[src/rtl/chirp_frame_sequencer.sv]
// chirp_frame_sequencer: drives an NCO through preamble upchirps, sync downchirps and symbol-offset data upchirps.
// Optional per-chirp watchdog enabled by defining CHIRP_TIMEOUT_EN.
module chirp_frame_sequencer #(
   parameter int PHASE_WIDTH  = 32,
   parameter int MAX_SF_WIDTH = 8,
   parameter int PREAMBLE_W   = 4,
   parameter int NUM_SYM_W    = 8,
   parameter int SYNC_CHIRPS  = 2
`ifdef CHIRP_TIMEOUT_EN
   , parameter int TIMEOUT_CYCLES = 65535
`endif
) (
   input  logic                    i_clk,
   input  logic                    i_rst_n,
   input  logic                    i_frame_start_n,
   input  logic                    i_abort_n,
   input  logic [PREAMBLE_W-1:0]   i_preamble_len,
   input  logic [NUM_SYM_W-1:0]    i_num_syms,
   input  logic [PHASE_WIDTH-1:0]  i_base_inc,
   input  logic [PHASE_WIDTH-1:0]  i_sym_step,
   input  logic [PHASE_WIDTH-1:0]  i_slope,
   input  logic                    i_sym_valid,
   input  logic [MAX_SF_WIDTH-1:0] i_sym_data,
   output logic                    o_sym_ready,
   output logic                    o_nco_start_n,
   output logic [PHASE_WIDTH-1:0]  o_init_phase_inc,
   output logic [PHASE_WIDTH-1:0]  o_slope,
   input  logic                    i_nco_done_n,
   output logic                    o_busy,
   output logic                    o_frame_done_n,
   output logic                    o_err
);
   localparam int SW = (SYNC_CHIRPS > 1) ? $clog2(SYNC_CHIRPS) : 1;
   typedef enum logic [3:0] {
      IDLE, PRE_LAUNCH, PRE_WAIT, SYN_LAUNCH, SYN_WAIT, SYM_REQ, DAT_LAUNCH, DAT_WAIT, DONE
   } state_t;
   state_t state, state_nx;
   logic [PREAMBLE_W-1:0]  len_q, pre_cnt;
   logic [NUM_SYM_W-1:0]   num_q, sym_cnt;
   logic [SW-1:0]          syn_cnt;
   logic [PHASE_WIDTH-1:0] base_q, step_q, slope_q, base_src, slope_src;
   logic done, go, tmo, pre_last, syn_last, sym_last;

   assign done      = !i_nco_done_n;
   assign go        = state == IDLE && !i_frame_start_n && i_abort_n;
   assign pre_last  = pre_cnt == len_q - PREAMBLE_W'(1);
   assign syn_last  = syn_cnt == SW'(SYNC_CHIRPS - 1);
   assign sym_last  = sym_cnt == num_q - NUM_SYM_W'(1);
   // the first launch happens before the frame fields are latched
   assign base_src  = state == IDLE ? i_base_inc : base_q;
   assign slope_src = state == IDLE ? i_slope : slope_q;

   always_ff @(posedge i_clk or negedge i_rst_n)
      if (!i_rst_n) state <= IDLE;
      else state <= state_nx;

   always_comb begin
      state_nx = state;
      if (!i_abort_n) state_nx = IDLE;
      else
         case (state)
            IDLE:       if (!i_frame_start_n) state_nx = i_preamble_len != '0 ? PRE_LAUNCH : SYN_LAUNCH;
            PRE_LAUNCH: state_nx = PRE_WAIT;
            PRE_WAIT:   if (done) state_nx = pre_last ? SYN_LAUNCH : PRE_LAUNCH;
                        else if (tmo) state_nx = IDLE;
            SYN_LAUNCH: state_nx = SYN_WAIT;
            SYN_WAIT:   if (done) state_nx = !syn_last ? SYN_LAUNCH : num_q != '0 ? SYM_REQ : DONE;
                        else if (tmo) state_nx = IDLE;
            SYM_REQ:    if (i_sym_valid) state_nx = DAT_LAUNCH;
            DAT_LAUNCH: state_nx = DAT_WAIT;
            DAT_WAIT:   if (done) state_nx = sym_last ? DONE : SYM_REQ;
                        else if (tmo) state_nx = IDLE;
            default:    state_nx = IDLE;
         endcase
   end

   always_comb begin
      o_nco_start_n  = !(state inside {PRE_LAUNCH, SYN_LAUNCH, DAT_LAUNCH});
      o_sym_ready    = state == SYM_REQ;
      o_busy         = state != IDLE;
      o_frame_done_n = state != DONE;
   end

   always_ff @(posedge i_clk or negedge i_rst_n)
      if (!i_rst_n) begin
         len_q            <= '0;
         num_q            <= '0;
         base_q           <= '0;
         step_q           <= '0;
         slope_q          <= '0;
         pre_cnt          <= '0;
         syn_cnt          <= '0;
         sym_cnt          <= '0;
         o_init_phase_inc <= '0;
         o_slope          <= '0;
      end else begin
         if (go) begin
            len_q   <= i_preamble_len;
            num_q   <= i_num_syms;
            base_q  <= i_base_inc;
            step_q  <= i_sym_step;
            slope_q <= i_slope;
            pre_cnt <= '0;
            syn_cnt <= '0;
            sym_cnt <= '0;
         end
         if (state_nx == PRE_LAUNCH) begin
            o_init_phase_inc <= base_src;
            o_slope          <= slope_src;
         end
         if (state_nx == SYN_LAUNCH) begin
            o_init_phase_inc <= base_src;
            o_slope          <= ~slope_src + PHASE_WIDTH'(1);
         end
         if (state_nx == DAT_LAUNCH) begin
            o_init_phase_inc <= base_q + step_q * PHASE_WIDTH'(i_sym_data);
            o_slope          <= slope_q;
         end
         if (state == PRE_WAIT && state_nx == PRE_LAUNCH) pre_cnt <= pre_cnt + PREAMBLE_W'(1);
         if (state == SYN_WAIT && state_nx == SYN_LAUNCH) syn_cnt <= syn_cnt + SW'(1);
         if (state == DAT_WAIT && state_nx == SYM_REQ) sym_cnt <= sym_cnt + NUM_SYM_W'(1);
      end

`ifdef CHIRP_TIMEOUT_EN
   localparam int TW = $clog2(TIMEOUT_CYCLES + 1);
   logic [TW-1:0] wd_cnt;
   logic          err_q, waiting;
   assign waiting = state inside {PRE_WAIT, SYN_WAIT, DAT_WAIT};
   assign tmo     = waiting && wd_cnt == TW'(TIMEOUT_CYCLES - 1);
   assign o_err   = err_q;
   // every WAIT is entered from a LAUNCH, so clearing outside WAIT restarts it per chirp
   always_ff @(posedge i_clk or negedge i_rst_n)
      if (!i_rst_n) begin
         wd_cnt <= '0;
         err_q  <= 1'b0;
      end else begin
         wd_cnt <= waiting ? wd_cnt + TW'(1) : '0;
         if (go) err_q <= 1'b0;
         else if (tmo && !done && i_abort_n) err_q <= 1'b1;
      end
`else
   assign tmo   = 1'b0;
   assign o_err = 1'b0;
`endif
endmodule

[config.mk]
export PLATFORM = sky130hd
export DESIGN_NAME = chirp_frame_sequencer
export DESIGN_NICKNAME = d
export VERILOG_FILES = /design/src/rtl/chirp_frame_sequencer.sv
export SDC_FILE = /design/constraint.sdc
export NUM_CORES = 1
export LEC_CHECK = 0
export BUFFER_PORTS_ARGS = -buffer_cell sky130_fd_sc_hd__buf_4
export CAP_MARGIN = 5
export CELL_PAD_IN_SITES_DETAIL_PLACEMENT = 1
export CELL_PAD_IN_SITES_GLOBAL_PLACEMENT = 1
export CORE_MARGIN = 3
export CORE_UTILIZATION = 45
export CTS_BUF_LIST = sky130_fd_sc_hd__clkbuf_4 sky130_fd_sc_hd__clkbuf_8 sky130_fd_sc_hd__clkbuf_16
export DETAILED_ROUTE_END_ITERATION = 16
export PLACE_DENSITY = 0.82
export SYNTH_ARGS = -nofsm -noshare
export SYNTH_HDL_FRONTEND = slang
export SYNTH_SLANG_ARGS = --single-unit
[constraint.sdc]
create_clock -name i_clk -period 6.05 [get_ports i_clk]
set_clock_uncertainty 0.2 [all_clocks]
set_input_delay 0.605 -clock i_clk [delete_from_list [all_inputs] [get_ports i_clk]]
set_output_delay 0.605 -clock i_clk [all_outputs]
set_load 0.01 [all_outputs]
# ---- After elaboration in Yosys (flattened, before gate mapping)
# Index checks and enable logic that the tools add are counted.
# Widths: inputs -> output; s select.
dict set report totals {
  regBits 189
  inputBits 122
  elab_cells 76
}
dict set report classes {
  add_sub_neg 7
  n_bitwise 1
  muxes 26
  eq_ne 14
  n_mul 1
  n_reduce_logical 16
}
# cell n
set op_table {}
lappend op_table {{$mux 32} 8}
lappend op_table {{$mux 4} 11}
lappend op_table {{$add 32x1->32 const B} 1}
lappend op_table {{$add 32x32->32} 1}
lappend op_table {{$mul 32x8->32} 1}
lappend op_table {{$not 32->32} 1}
lappend op_table {{$pmux 4 s8} 1}
lappend op_table {{$eq 4x3->1 const B} 6}
lappend op_table {{$mux 8} 2}
lappend op_table {{$eq 4x2->1 const B} 3}
lappend op_table {{$add 8x1->8 const B} 1}
lappend op_table {{$eq 4x1->1 const B} 2}
lappend op_table {{$eq 8x8->1} 1}
lappend op_table {{$reduce_bool 4->1} 2}
lappend op_table {{$reduce_bool 8->1} 1}
lappend op_table {{$sub 8x1->8 const B} 1}
lappend op_table {{$reduce_bool 2->1} 3}
lappend op_table {{$reduce_bool 3->1} 2}
lappend op_table {{$logic_and 1x1->1} 5}
lappend op_table {{$add 4x1->4 const B} 1}
lappend op_table {{$eq 4x4->1} 1}
lappend op_table {{$logic_not 4->1} 1}
lappend op_table {{$mux 2} 2}
lappend op_table {{$ne 4x4->1 const B} 1}
lappend op_table {{other kinds (4)} 6}

# ---- Longest topological paths before layout
dict set report logic_depth {
  word_depth 10
  ltp_mapped 20
}

# ---- Least setup slack after synthesis
# Ideal clock, no wire load.
dict set report synth_path {
  path_kind {input to register}
  start {input i_sym_data[3]}
  end {register o_init_phase_inc[30]}
  arrival_ns 5.112
  setup_ns 0.095
  t_required_ns 5.755
  setup_slack_ns 0.642
  cell_stages 18
  cell_sequence {clkbuf_1 > clkbuf_1 > and2_1 > fa_1 > fa_1 > fa_1 > inv_1 > fa_1 > inv_1 > ha_1 > a21o_1 > a21o_1 > a21o_1 > a311o_1 > or3_1 > o211ai_1 > a21oi_1 > o31ai_1}
}
dict set report synth_between {
  elab_chain_cells 3
}
# element line_no
set synth_lines {}
lappend synth_lines {{start, declared} 23} ;# input logic [MAX_SF_WIDTH-1:0] i_sym_data,
lappend synth_lines {{$mul 32x8->32} 116} ;# o_init_phase_inc <= base_q + step_q * PHASE_WIDTH'(i_sym_data);
lappend synth_lines {{$add 32x32->32} 116}
lappend synth_lines {{$mux 32} 115} ;# if (state_nx == DAT_LAUNCH) begin
lappend synth_lines {{end signal, assigned} 108} ;# o_init_phase_inc <= base_src;
lappend synth_lines {{end signal, assigned} 112} ;# o_init_phase_inc <= base_src;
lappend synth_lines {{end signal, assigned} 116}
lappend synth_lines {{end, declared} 26} ;# output logic [PHASE_WIDTH-1:0] o_init_phase_inc,
# No other way between the ends.
# A chain may end at the register's enable or synchronous reset.

# ---- Final worst setup path
dict set report layout_path {
  start {register step_q[18]}
  end {register o_init_phase_inc[30]}
}
dict set report layout_between {
  elab_chain_cells 3
}
# element line_no
set layout_lines {}
lappend layout_lines {{start, declared} 41} ;# logic [PHASE_WIDTH-1:0] base_q, step_q, slope_q, base_src, slope_src;
lappend layout_lines {{start signal, assigned} 101} ;# step_q <= i_sym_step;
lappend layout_lines {{$mul 32x8->32} 116}
lappend layout_lines {{$add 32x32->32} 116}
lappend layout_lines {{$mux 32} 115}
# No other way between the ends.

==> out/metrics.csv <==
stage,metric,value,unit
clock_tree,clk_latency,0.47,ns
synthesis,syn_area,17260,µm²
die,dieHeight,201.9,µm
sta,hold_viol_final,0,
clock_tree,postCtsSetupBuffers,0,
setup_path,crit_type,reg2reg,
finish,layout_commonest_cell,nand2_1,
global_route,grt_pass1_vias,16180,
place,hpwl,40.14,mm
die,die_area,40750,µm²
detailed_routing,routedWlPerCell,20.64,µm
setup_path,cp_max_fo,9,
synthesis,post-synth-top-area-cell,dfrtp_1,
clock_tree,ctsHoldBuffers,1,
setup_path,path_buf_inv,3,
setup_path,path_cells,nand2_1 -> fa_1 -> inv_1 -> fa_1 -> fa_1 -> inv_1 -> fa_1 -> inv_1 -> ha_1 -> a21o_1 -> a21o_1 -> a21o_1 -> a311o_1 -> or3_1 -> o211ai_1 -> a21oi_1 -> o31ai_1,
sta,relSlewSlack,18.94,%
detailed_routing,routed_wl,54.09,mm
min_path,hold_path_class,in2reg,
die,num_io_pins,191,
setup_path,r2r_setup_slack,0.62,ns
detailed_routing,vias,14590,
sta,fin_tns_setup,0,ns
die,die_w,201.9,µm
place,portBuffers,189,
synthesis,synth_nets,2331,
sta,drv_slew,0,
finish,syn2layout_area_growth,13.68,%
clock_tree,cts_root_buf,clkbuf_16,
detailed_routing,viasPerCell,5.567,
setup_path,crit_required,6.21,ns
finish,fin_area,19630,µm²
place,dp.cells,2586,
sta,fmax,184.3,MHz
setup_path,rr_endpoint,o_init_phase_inc[30],
synthesis,ys_types,83,
global_route,grt_overflow,0,
synthesis,synth-main-ff-cell,dfrtp_1,
setup_path,end_kind,flop,
synthesis,synthArstFlopShare,100.0,%
die,rows,71,
setup_path,crit_top_cell,fa_1,
global_route,grt_max_degree,110,
setup_path,timing.rr.start,step_q[18],
synthesis,yosys.area.top_type_share,27.40,%
setup_path,crit_start,step_q[18],
setup_path,worstPathArrival,5.58,ns
synthesis,ys_ff_latch,189,
detailed_routing,drtPass1Iterations,7,
place,gp_congestion,0.8479,
synthesis,yosysWarnings,0,
global_route,track_usage,27.04,%
finish,final_cells,2621,
setup_path,cp_top_family,adder cells,
synthesis,synth.avg_cell_area,8.737,µm²
global_route,grt_pass1_wl,87.74,mm
die,core_area,37760,µm²
clock_tree,clock-sinks,189,
clock_tree,path_clk_slew,0.08,ns
sta,tightest_slew,1.215,ns
place,place_area,19010,µm²
sta,period_needed,5.427,ns
detailed_routing,drt-initial-drc-count,920,
global_route,antenna_found_initial,4,
setup_path,reg2regPathDepth,17,
sta,rsz0062_at_grt,false,
sta,fin_crit_sh,89.70,%
clock_tree,numCtsBuffers,17,
finish,layout-drive-gt1-share,12.38,%
die,initial_core_util,45.73,%
outcome,status,"finished, final reports clean",
setup_path,startpoint_type,flop,
finish,fin_nets,2450,
synthesis,netlist_instances,1976,
synthesis,synth.yosys.seq_area_share,27.40,%
sta,finalSetupViolations,0,
clock_tree,cts_buffer_depth,2,
detailed_routing,drc,0,
finish,final_cell_mix,"nand2_1 (421), inv_1 (258), buf_4 (196)",
setup_path,cp_slowest_cell,fa_1,
synthesis,synthTopCellsByArea,"dfrtp_1 (27%), fa_1 (22%), nand2_1 (9.2%), inv_1 (5.6%), and2_1 (5.5%)",
clock_tree,cts_resized,0,
setup_path,crit_cells,17,
setup_path,slowest_delay,0.58,ns
run,maxCapViolCount,0,
clock_tree,cts_tree,done,
setup_path,crit_end,o_init_phase_inc[30],
clock_tree,htree_num_levels,4,
synthesis,synth_edf_count,0,
detailed_routing,drtAntennaViolNets,0,
[worst min-delay path, cell delays in order]
cell     delay, ns
buf_4         0.08
nand2_1       0.04
nand2_1       0.04
[worst min path at each step]
stage | startpoint | to | slack, ns | cells after the start
floorplan | i_rst_n | base_q[0] | 0.11 | 0
global placement | step_q[31] | step_q[31] | 0.27 | 2
detailed placement | step_q[31] | step_q[31] | 0.28 | 2
CTS | i_num_syms[5] | num_q[5] | 0.1 | 3
global route | i_num_syms[6] | num_q[6] | 0.11 | 3
finish | i_num_syms[5] | num_q[5] | 0.12 | 3
[state kept, by name, indices dropped and copies added (netlist names)]
signal and count:
o_init_phase_inc 32, state 4, len_q 4, base_q 32
num_q 8, pre_cnt 4, o_slope 32, sym_cnt 8
slope_q 32, syn_cnt 1, step_q 32
[layer usage]
metal  global-route usage (%)  share of wire [%]
met5                        0              0.089
met4                    7.077                1.9
met3                    6.346                5.7
met2                    47.13                 51
met1                    33.96                 41
[through the flow]
stage	util [%]	hold WS [ns]	setup WS, ns
CTS	51.97	0.09533	0.6517
detailed placement	50.36	0.2846	0.2537
floorplan	-	0.1094	0.6422
finish	51.98	0.1168	0.6232
global placement	50.36	0.2677	0.4440
global route	51.97	0.1120	0.3809
[synth_stat cells (35+ instances only)]
master,number
dfrtp_1,189
fa_1,186
and2_1,152
xnor2_1,49
ha_1,47
o211ai_1,52
inv_1,258
clkbuf_1,57
nand2_1,423
o21ai_0,99
nor2_1,37
mux2i_1,41
a21oi_1,35
[kinds of logic (layout without fill, tap and decap cells)]
| group | count (synthesis) | after routing | synth area share (%) |
|---|---|---|---|
| AO/OA/AOI/OAI | 342 | 342 | 12.94 |
| other | 1 | 3 | 0.02172 |
| adder cells (fa/ha/maj) | 233 | 233 | 24.97 |
| AND/OR/NAND/NOR | 727 | 727 | 19.81 |
| XOR/XNOR | 82 | 82 | 4.240 |
| buffers and inverters | 359 | 491 | 8.103 |
| flip-flops | 189 | 189 | 27.40 |
| multiplexers | 43 | 43 | 2.522 |
[final cells by class]
| type | count | area (µm²) |
|---|---|---|
| Antenna cell | 2 | 5.005 |
| Clock buffer | 20 | 466.7 |
| Clock inverter | 12 | 132.6 |
| Fill cell | 4462 | 18130 |
| Inverter | 259 | 972.2 |
| Multi-Input combinational cell | 1428 | 11150 |
| Sequential cell | 189 | 4730 |
| Tap cell | 511 | 639.4 |
| Timing Repair Buffer | 200 | 1535 |
Power is left out: the tool's default activity adds up to more than one toggle a clock period on the data nets, which glitch-free logic cannot reach.
